===== src/rtl/sha3_pkg.sv =====
// Shared types and constants for the AXI-Stream Keccak absorber.
//   keccak_state_t  : 5x5 lanes of 64 bits, indexed [x][y]
//   sha3_mode_e     : TUSER mode encoding (224/256/384/512)
//   absorb_state_e  : absorber FSM states, also exported as a debug output
//   rate_lanes()    : number of rate lanes for a mode
//   to_state()      : flat 1600-bit vector -> lane array, lane (x,y) at bit 64*(x+5y)
package sha3_pkg;

  typedef logic [0:4][0:4][63:0] keccak_state_t;

  typedef enum logic [1:0] {
    SHA3_224 = 2'd0,
    SHA3_256 = 2'd1,
    SHA3_384 = 2'd2,
    SHA3_512 = 2'd3
  } sha3_mode_e;

  typedef enum logic [1:0] {
    ST_FILL   = 2'd0,
    ST_EMIT   = 2'd1,
    ST_PADBLK = 2'd2
  } absorb_state_e;

  localparam int STATE_BITS     = 1600;
  localparam int STATE_BYTES    = 200;
  localparam int RATE_LANES_224 = 18;
  localparam int RATE_LANES_256 = 17;
  localparam int RATE_LANES_384 = 13;
  localparam int RATE_LANES_512 = 9;
  localparam logic [7:0] PAD_FIRST = 8'h06;
  localparam logic [7:0] PAD_LAST  = 8'h80;

  function automatic int rate_lanes(input logic [1:0] mode);
    case (mode)
      2'd0:    return RATE_LANES_224;
      2'd1:    return RATE_LANES_256;
      2'd2:    return RATE_LANES_384;
      default: return RATE_LANES_512;
    endcase
  endfunction

  // The packed lane array flattens in the opposite order to the Keccak lane
  // numbering, so lanes are moved explicitly.
  function automatic keccak_state_t to_state(input logic [STATE_BITS-1:0] flat);
    keccak_state_t s;
    for (int x = 0; x < 5; x++) begin
      for (int y = 0; y < 5; y++) begin
        s[x][y] = flat[64*(x+5*y) +: 64];
      end
    end
    return s;
  endfunction

endpackage


===== src/rtl/axis_keccak_absorber_if.sv =====
// Bundle of the absorber's two handshakes: the AXI-Stream message input and
// the block output toward the permutation core.
// Handshake rule for both channels: a transfer happens on a rising clock edge
// where valid and ready are both 1; the sender holds data/valid stable until
// that edge, and ready may be low at any time.
//   slave  : absorber view (consumes the stream, produces blocks)
//   master : source/sink view (produces the stream, consumes blocks)
interface axis_keccak_absorber_if #(
  parameter int DATA_WIDTH = 64
);
  logic [DATA_WIDTH-1:0]   s_axis_tdata;
  logic                    s_axis_tvalid;
  logic                    s_axis_tready;
  logic                    s_axis_tlast;
  logic [1:0]              s_axis_tuser;
  sha3_pkg::keccak_state_t blk_data;
  logic                    blk_valid;
  logic                    blk_ready;
  logic                    blk_last;
  logic [1:0]              blk_mode;

  modport slave (
    input  s_axis_tdata, s_axis_tvalid, s_axis_tlast, s_axis_tuser, blk_ready,
    output s_axis_tready, blk_data, blk_valid, blk_last, blk_mode
  );

  modport master (
    output s_axis_tdata, s_axis_tvalid, s_axis_tlast, s_axis_tuser, blk_ready,
    input  s_axis_tready, blk_data, blk_valid, blk_last, blk_mode
  );
endinterface


===== src/rtl/sha3_pad_gen.sv =====
// Combinational SHA-3 pad mask: 0x06 at byte n_bytes, 0x80 at the last rate
// byte of the mode; both land in one byte (0x86) when n_bytes is rate-1.
//   mode    in  2     SHA-3 mode, selects the rate
//   n_bytes in  8     message bytes already in the block
//   mask    out 1600  OR-mask applied to the flat block buffer
module sha3_pad_gen
  import sha3_pkg::*;
(
  input  logic [1:0]            mode,
  input  logic [7:0]            n_bytes,
  output logic [STATE_BITS-1:0] mask
);
  logic [7:0] last_byte;
  assign last_byte = 8'(rate_lanes(mode) * 8 - 1);

  always_comb begin
    mask = '0;
    for (int i = 0; i < STATE_BYTES; i++) begin
      if (i == int'(n_bytes))   mask[8*i +: 8] = mask[8*i +: 8] | PAD_FIRST;
      if (i == int'(last_byte)) mask[8*i +: 8] = mask[8*i +: 8] | PAD_LAST;
    end
  end
endmodule


===== src/rtl/axis_keccak_absorber.sv =====
// AXI-Stream absorber: packs message beats into rate-sized Keccak blocks and
// hands each block to the permutation core as a 1600-bit state.
//   ACLK, ARESETn : clock, asynchronous active-low reset
//   bus (slave)   : s_axis_* message stream in, blk_* block handshake out
//   dbg_state     : current FSM state
// Build option: define SHA3_PAD_EN to insert SHA-3 padding (0x06..0x80),
// including an extra pad-only block when the message ends on a block
// boundary. Without it, TLAST flushes the zero-filled block with last=1 and
// the source supplies pre-padded data.
module axis_keccak_absorber
  import sha3_pkg::*;
#(
  parameter int DATA_WIDTH = 64
) (
  input  logic                  ACLK,
  input  logic                  ARESETn,
  axis_keccak_absorber_if.slave bus,
  output absorb_state_e         dbg_state
);
  localparam int BYTES_PER_BEAT = DATA_WIDTH / 8;

  if (!(DATA_WIDTH == 8 || DATA_WIDTH == 16 || DATA_WIDTH == 32 || DATA_WIDTH == 64))
  begin : g_bad_width
    $error("axis_keccak_absorber: DATA_WIDTH must be 8, 16, 32 or 64");
  end

  absorb_state_e         state_q;
  logic [7:0]            cnt_q;
  logic [STATE_BITS-1:0] buf_q;
  logic [1:0]            mode_q;
  logic                  msg_start_q;
  logic                  tready_q;
  logic                  valid_q;
  logic                  last_q;

  logic [1:0]            eff_mode;
  logic [7:0]            bpb_m1;
  logic                  accept;
  logic                  block_full;
  logic [STATE_BITS-1:0] beat_buf;

  // TUSER only matters on the first beat of a message; afterwards the
  // latched mode drives the block length.
  assign eff_mode   = (state_q == ST_FILL && msg_start_q) ? bus.s_axis_tuser : mode_q;
  assign bpb_m1     = 8'(rate_lanes(eff_mode) * 64 / DATA_WIDTH - 1);
  assign accept     = (state_q == ST_FILL) && bus.s_axis_tvalid && tready_q;
  assign block_full = (cnt_q == bpb_m1);

  always_comb begin
    beat_buf = buf_q;
    beat_buf[11'(cnt_q) * 11'(DATA_WIDTH) +: DATA_WIDTH] = bus.s_axis_tdata;
  end

`ifdef SHA3_PAD_EN
  logic                  pad_pend_q;
  logic [7:0]            pad_n;
  logic [1:0]            pad_mode;
  logic [STATE_BITS-1:0] pad_mask;

  // In PADBLK the block holds no message bytes, so the pad starts at byte 0.
  assign pad_n    = (state_q == ST_PADBLK) ? 8'd0 : 8'((int'(cnt_q) + 1) * BYTES_PER_BEAT);
  assign pad_mode = (state_q == ST_FILL) ? eff_mode : mode_q;

  sha3_pad_gen u_pad_gen (
    .mode    (pad_mode),
    .n_bytes (pad_n),
    .mask    (pad_mask)
  );
`endif

  always_ff @(posedge ACLK or negedge ARESETn) begin
    if (!ARESETn) begin
      state_q     <= ST_FILL;
      cnt_q       <= '0;
      buf_q       <= '0;
      mode_q      <= '0;
      msg_start_q <= 1'b1;
      tready_q    <= 1'b0;
      valid_q     <= 1'b0;
      last_q      <= 1'b0;
`ifdef SHA3_PAD_EN
      pad_pend_q  <= 1'b0;
`endif
    end else begin
      case (state_q)
        ST_FILL: begin
          tready_q <= 1'b1;
          if (accept) begin
            cnt_q       <= cnt_q + 8'd1;
            mode_q      <= eff_mode;
            msg_start_q <= bus.s_axis_tlast;
            if (bus.s_axis_tlast || block_full) begin
              state_q  <= ST_EMIT;
              tready_q <= 1'b0;
              valid_q  <= 1'b1;
`ifdef SHA3_PAD_EN
              if (bus.s_axis_tlast && !block_full) begin
                buf_q  <= beat_buf | pad_mask;
                last_q <= 1'b1;
              end else begin
                // A message ending exactly on a block boundary needs a
                // following pad-only block.
                buf_q      <= beat_buf;
                last_q     <= 1'b0;
                pad_pend_q <= bus.s_axis_tlast;
              end
`else
              buf_q  <= beat_buf;
              last_q <= bus.s_axis_tlast;
`endif
            end else begin
              buf_q <= beat_buf;
            end
          end
        end

        ST_EMIT: begin
          if (bus.blk_ready) begin
            buf_q   <= '0;
            cnt_q   <= '0;
            valid_q <= 1'b0;
`ifdef SHA3_PAD_EN
            if (pad_pend_q) begin
              state_q <= ST_PADBLK;
            end else begin
              state_q  <= ST_FILL;
              tready_q <= 1'b1;
            end
`else
            state_q  <= ST_FILL;
            tready_q <= 1'b1;
`endif
          end
        end

`ifdef SHA3_PAD_EN
        ST_PADBLK: begin
          buf_q      <= pad_mask;
          pad_pend_q <= 1'b0;
          last_q     <= 1'b1;
          valid_q    <= 1'b1;
          state_q    <= ST_EMIT;
        end
`endif

        default: begin
          state_q  <= ST_FILL;
          tready_q <= 1'b0;
          valid_q  <= 1'b0;
        end
      endcase
    end
  end

  assign bus.s_axis_tready = tready_q;
  assign bus.blk_data      = to_state(buf_q);
  assign bus.blk_valid     = valid_q;
  assign bus.blk_last      = last_q;
  assign bus.blk_mode      = mode_q;
  assign dbg_state         = state_q;
endmodule

===== src/flat_wrapper.sv =====
// flat-port wrapper written by rule: the top's interface ports become plain ports
module axis_keccak_absorber_flat import sha3_pkg::*;
#(
  parameter int DATA_WIDTH = 64
)
  (ACLK, ARESETn, dbg_state, bus_s_axis_tdata, bus_s_axis_tvalid, bus_s_axis_tlast, bus_s_axis_tuser, bus_blk_ready, bus_s_axis_tready, bus_blk_data, bus_blk_valid, bus_blk_last, bus_blk_mode);
  axis_keccak_absorber_if #(.DATA_WIDTH(DATA_WIDTH)) bus_i ();
  input  logic ACLK;
  input  logic ARESETn;
  output absorb_state_e dbg_state;
  input wire logic [$bits(bus_i.s_axis_tdata)-1:0] bus_s_axis_tdata;
  input wire logic [$bits(bus_i.s_axis_tvalid)-1:0] bus_s_axis_tvalid;
  input wire logic [$bits(bus_i.s_axis_tlast)-1:0] bus_s_axis_tlast;
  input wire logic [$bits(bus_i.s_axis_tuser)-1:0] bus_s_axis_tuser;
  input wire logic [$bits(bus_i.blk_ready)-1:0] bus_blk_ready;
  output wire logic [$bits(bus_i.s_axis_tready)-1:0] bus_s_axis_tready;
  output wire logic [$bits(bus_i.blk_data)-1:0] bus_blk_data;
  output wire logic [$bits(bus_i.blk_valid)-1:0] bus_blk_valid;
  output wire logic [$bits(bus_i.blk_last)-1:0] bus_blk_last;
  output wire logic [$bits(bus_i.blk_mode)-1:0] bus_blk_mode;
  assign bus_i.s_axis_tdata = bus_s_axis_tdata;
  assign bus_i.s_axis_tvalid = bus_s_axis_tvalid;
  assign bus_i.s_axis_tlast = bus_s_axis_tlast;
  assign bus_i.s_axis_tuser = bus_s_axis_tuser;
  assign bus_i.blk_ready = bus_blk_ready;
  assign bus_s_axis_tready = bus_i.s_axis_tready;
  assign bus_blk_data = bus_i.blk_data;
  assign bus_blk_valid = bus_i.blk_valid;
  assign bus_blk_last = bus_i.blk_last;
  assign bus_blk_mode = bus_i.blk_mode;
  axis_keccak_absorber #(.DATA_WIDTH(DATA_WIDTH)) u_core (.ACLK(ACLK), .ARESETn(ARESETn), .bus(bus_i), .dbg_state(dbg_state));
endmodule

===== config.mk =====
export PLATFORM = sky130hd
export DESIGN_NAME = axis_keccak_absorber_flat
export DESIGN_NICKNAME = d
export VERILOG_FILES = /design/src/rtl/sha3_pkg.sv /design/src/rtl/axis_keccak_absorber_if.sv /design/src/rtl/sha3_pad_gen.sv /design/src/rtl/axis_keccak_absorber.sv /design/src/flat_wrapper.sv
export SDC_FILE = /design/constraint.sdc
export NUM_CORES = 2
export LEC_CHECK = 0
export BUFFER_PORTS_ARGS = -buffer_cell sky130_fd_sc_hd__buf_2
export CAP_MARGIN = 20
export CORE_AREA = 3 3 647 649
export CTS_CLUSTER_DIAMETER = 40
export DETAILED_ROUTE_END_ITERATION = 8
export DIE_AREA = 0 0 650 652
export PLACE_DENSITY_LB_ADDON = 0.15
export SLEW_MARGIN = 20
export SYNTH_ARGS = -nofsm -noshare
export SYNTH_HDL_FRONTEND = slang
export SYNTH_SLANG_ARGS = --single-unit

===== constraint.sdc =====
create_clock -name ACLK -period 2.8 [get_ports ACLK]
set_clock_uncertainty 0.2 [all_clocks]
set_input_delay 0.14 -clock ACLK [delete_from_list [all_inputs] [get_ports ACLK]]
set_output_delay 0.14 -clock ACLK [all_outputs]
set_load 0.005 [all_outputs]

Word-level counts from Yosys, hierarchy flattened
Index checks and enable logic that the tools add are counted.
{"block": "word_totals", "regBits": 1616, "input_bits": 71}
{"block": "op_classes", "addsub": 3, "eq_ne": 7, "shift": 2, "n_mux": 21, "reduce_logical": 11}
{"op": "$mux 1600", "count": 2}
{"op": "$pmux 1600 s2", "count": 1}
{"op": "$bwmux 1600", "count": 1}
{"op": "$shift 64x13->1600 const A", "count": 1}
{"op": "$shiftx 64x13->1600", "count": 1}
{"op": "$mux 8", "count": 2}
{"op": "$pmux 8 s2", "count": 1}
{"op": "$pmux 5 s3", "count": 1}
{"op": "$neg 11->13", "count": 1}
{"op": "$reduce_and 3->1", "count": 3}
{"op": "$add 8x1->8 const B", "count": 1}
{"op": "$eq 8x8->1", "count": 1}
{"op": "$mux 2", "count": 4}
{"op": "$mux 1", "count": 6}
{"op": "$sub 5x1->6 const B", "count": 1}
{"op": "$eq 2x1->1 const B", "count": 2}
{"op": "$logic_not 2->1", "count": 2}
{"op": "$ne 2x2->1 const B", "count": 2}
{"op": "$pmux 1 s2", "count": 2}
{"op": "$pmux 2 s2", "count": 1}
{"op": "$logic_and 1x1->1", "count": 3}
{"op": "$eq 2x2->1 const B", "count": 1}
{"op": "$ne 2x1->1 const B", "count": 1}
{"op": "$reduce_and 2->1", "count": 1}
{"op": "2 further kinds", "count": 2}

Longest topological paths before layout
{"block": "depth", "depth_word": 11, "mapped_depth": 12}

Worst setup path after synthesis
Ideal clock, no wire load.
{"block": "synth_path", "path_type": "register to register", "from": "register u_core.cnt_q[0]", "to": "register u_core.buf_q[1334]", "t_arrival_ps": 2391, "t_required_ps": 2468, "slack_ps": 76, "stages_incl_launch_ff": 13, "n_path_buf": 5, "period_less_slack_ps": 2724, "path_cell_list": "dfrtp_1 buf_2 inv_1 ha_1 buf_2 nor3b_1 a31oi_1 or4_1 buf_4 buf_6 buf_2 nand3_1 o21ai_1"}
{"block": "synth_between", "elab_chain_len": 5, "elab_cells_between_ends": 6}
{"element": "start, declared", "line": "axis_keccak_absorber.sv:28", "rtl": "logic [7:0] cnt_q;"}
{"element": "start signal, assigned", "line": "axis_keccak_absorber.sv:89", "rtl": "cnt_q <= cnt_q + 8'd1;"}
{"element": "$neg 11->13 (*)", "line": "axis_keccak_absorber.sv:51", "rtl": "beat_buf[11'(cnt_q) * 11'(DATA_WIDTH) +: DATA_WIDTH] = bus.s_axis_tdata;"}
{"element": "$shiftx 64x13->1600 or $shift 64x13->1600 (tied branches)", "line": "axis_keccak_absorber.sv:51"}
{"element": "$bwmux 1600 (*)", "line": "axis_keccak_absorber.sv:51"}
{"element": "$mux 1600 (*)", "line": "axis_keccak_absorber.sv:88", "rtl": "if (accept) begin"}
{"element": "$pmux 1600 s2 (*)", "line": "axis_keccak_absorber.sv:85", "rtl": "case (state_q)"}
{"element": "end signal, assigned", "line": "axis_keccak_absorber.sv:108", "rtl": "buf_q <= beat_buf;"}
{"element": "end signal, assigned", "line": "axis_keccak_absorber.sv:112", "rtl": "buf_q <= beat_buf;"}
{"element": "end, declared", "line": "axis_keccak_absorber.sv:29", "rtl": "logic [STATE_BITS-1:0] buf_q;"}
Mark *: on every way between the ends. The rest lies on a longest branch, timed or not. The select of a mux whose other input is x is not followed.
A chain may end at the register's enable or synchronous reset.

Worst setup path in the final report
{"block": "layout_path", "from": "register u_core.cnt_q[1]", "to": "register u_core.buf_q[1588]"}
Same word-level chain as after synthesis.

==> impl_metrics.py <==
metrics = {
    "place": {
        "place_ws_ns": -0.243,
        "port_buffers": 1676,
        "gp_congestion": 0.805,
        "placement.cell_area_um2": 82200,
        "placed_cells_incl_taps": 12528,
        "hpwl_um": 289000,
    },
    "yosys": {
        "yosysUniqueCellTypes": 60,
        "synth_edf_count": 0,
        "synth.avg_cell_area_um2": 11.7,
        "synthCells": 5496,
        "synth_area_um2": 64500,
        "async_reset_ff_share_pct": 100,
        "ys_seq_area_share_pct": 62.7,
        "synth_nets": 5572,
        "synth_ff_type": "dfrtp_1",
        "synth-warning-count": 0,
        "ys_seq_elements": 1614,
    },
    "drt": {
        "drt_first_pass_iters": 8,
        "routed_wl_um": 402000,
        "drc": 0,
        "final_antenna_net_count": 0,
        "drt_iter0_markers": 3722,
        "wl_per_cell_um": 30.2,
        "dr_total_vias": 54534,
        "viasPerCell": 4.09,
    },
    "global_route": {
        "overflow": 0,
        "grt_pass1_vias": 56797,
        "grt_max_degree": 115,
        "grt_pass1_wl_um": 533000,
        "antenna_found_initial": 65,
        "grt_usage_pct": 18.2,
    },
    "timing": {
        "timing.final.ws_setup_ns": 0.108,
        "finalSetupTns_ns": 0,
        "max-slew-margin-rel_pct": 40.9,
        "fmax_ghz": 0.371,
        "drv_slew": 0,
        "rsz0062_at_grt": "no",
        "finalCritPeriodShare_pct": 96.1,
        "finalHoldViolations": 0,
        "finalSetupViolCount": 0,
        "period_needed_ns": 2.69,
        "tightest_slew_ns": 0.887,
    },
    "die": {
        "die-area_um2": 424000,
        "fp.dieH_um": 652,
        "num_rows": 236,
        "core_um2": 413000,
        "start_util_pct": 15.6,
        "die_x_um": 650,
        "io_pins": 1678,
    },
    "run": {
        "maxCapViolCount": 0,
    },
    "final_layout": {
        "final_cell_count_no_fill": 13326,
        "layout.nets": 7633,
        "final_core_util_pct": 23.4,
        "area_growth_pct": 49.7,
        "final_area_um2": 96500,
        "drive_above_1_share_pct": 35.7,
    },
    "clock_tree": {
        "cts_tree": "yes",
        "cts_root_buf": "clkbuf_16",
        "cts_buffers": 354,
        "cts.sinks": 1614,
        "clockBufferDepth": 4,
        "cts_max_level": 5,
        "clock_latency_ns": 0.92,
        "path_clk_slew_ns": 0.05,
    },
    "setup_path": {
        "worstSetupEndpointType": "register",
        "crit_required_ns": 3.39,
        "critical_path_peak_fanout": 17,
        "critPathKind": "reg2reg",
        "setup.worst_path.start_class": "register",
        "arrival_ns": 3.28,
    },
    "outcome": {
        "outcome": "complete, no violations",
    },
    "power_and_ir_drop": {
        "ir_drop_v": 0.000532,
        "power_density_nw_per_um2": 928,
        "power.leakage_nw": 45.8,
    },
    "min_path": {
        "hp-class": "in2reg",
    },
}
per-layer routing:
layer  track usage (%)  wire [µm]  vias to the layer above
met2              31.8     200000                     2095
met5                 0          0                        -
li1                  -          -                    23617
met4              6.25      15100                        0
met3              5.15      28600                      483
met1              21.3     158000                    28339
flip-flops by register name (all words and copies together) (netlist names):
name	cells
u_core.buf_q	1600
u_core.bus.blk_last	1
u_core.bus.s_axis_tready	1
u_core.msg_start_q	1
u_core.bus.blk_mode	2
u_core.cnt_q	8
u_core.dbg_state	1
cells in the final DEF, fill, tap and decap left out, types with 32 or more instances in the layout:
master	instances
o31ai_1	186
nand3_1	455
clkbuf_16	359
nand2b_1	68
buf_4	293
clkbuf_8	59
nand2_1	1029
dfrtp_1	1612
o211ai_1	64
bufinv_16	46
o21ai_1	109
dlygate4sd3_1	119
buf_2	1675
clkinv_2	72
buf_12	142
clkbuf_1	42
o2bb2ai_1	384
o21ai_0	216
clkinvlp_4	32
mux2i_1	708
synthesized netlist by cell type (16+ instances only):
cell type | instances | area [µm²]
o21ai_0 | 216 | 1080
nand3_1 | 457 | 2290
buf_2 | 182 | 911
o2bb2ai_1 | 384 | 3360
mux2i_1 | 708 | 7090
buf_6 | 32 | 360
o21ai_1 | 109 | 546
o31ai_1 | 186 | 1400
clkbuf_1 | 282 | 1060
nor2_1 | 16 | 60.1
nand2b_1 | 68 | 425
buf_1 | 29 | 109
nand2_1 | 1043 | 3920
dfrtp_1 | 1613 | 40400
o211ai_1 | 64 | 480
worst max-delay path, cell delays in order (launching register included):
cell and delay (ns):
dfrtp_1 0.40, buf_4 0.17, nor2_2 0.18, buf_4 0.15, mux2i_1 0.30, a22oi_4 0.22
nor2_8 0.20, buf_12 0.18, buf_12 0.23, mux2i_1 0.24
worst paths after layout:
kind,startpoint,to,slack (ns),depth (start not counted)
min in group asynchronous,ARESETn,u_core.buf_q[622],0.45,4
worst min register to register,u_core.msg_start_q,u_core.msg_start_q,0.27,2
worst max register to register,u_core.cnt_q[1],u_core.buf_q[1588],0.11,9
max in group asynchronous,ARESETn,u_core.buf_q[1309],1.06,6
worst min-delay path,bus_s_axis_tdata[16],u_core.buf_q[976],0.08,4
worst max-delay path,u_core.cnt_q[1],u_core.buf_q[1588],0.11,9
kinds of logic after synthesis:
family | share of synthesized area (%)
buffers and inverters | 3.90
and+or+nand+nor | 11.2
adders and majority gates | 0.0971
muxes | 11.0
other | 0.00582
DFF | 62.7
AOI/OAI and AO/OA | 11.0
xor gates and xnor gates | 0.0951
area by class of cell:
type                            instances  area (µm²)
Antenna cell                            8        20.0
Clock buffer                          457        9880
Clock inverter                        186        2700
Fill cell                           44341      317000
Inverter                                3        11.3
Multi-Input combinational cell       3346       21800
Sequential cell                      1614       40400
Tap cell                             5474        6850
Timing Repair Buffer                 2238       14800
report_power, final:
group / internal (mW) / switching, mW / total [mW]
sequential: 25.2 / 1.17 / 26.4
clock: 29.2 / 14.8 / 44.0
combinational: 5.31 / 13.8 / 19.1
metrics by stage:
step	hold WS, ns	power (mW)
3_5_place_dp	0.00582	45.8
2_1_floorplan	-0.356	33.1
4_1_cts	0.000733	90.8
5_1_grt	0.0347	93.1
3_3_place_gp	-0.00297	45.7
6_report	0.0819	89.5
what timing repair did:
item                                     CTS  global route
hold buffers                             121             0
pin swaps                                  3             3
gates cloned                               1             3
gates resized for setup                    6            11
endpoints found under the setup margin   526           213
hold endpoints to repair                3197             0
buffers inserted                           8            14
No activity file was read; power rests on OpenSTA's default activity.
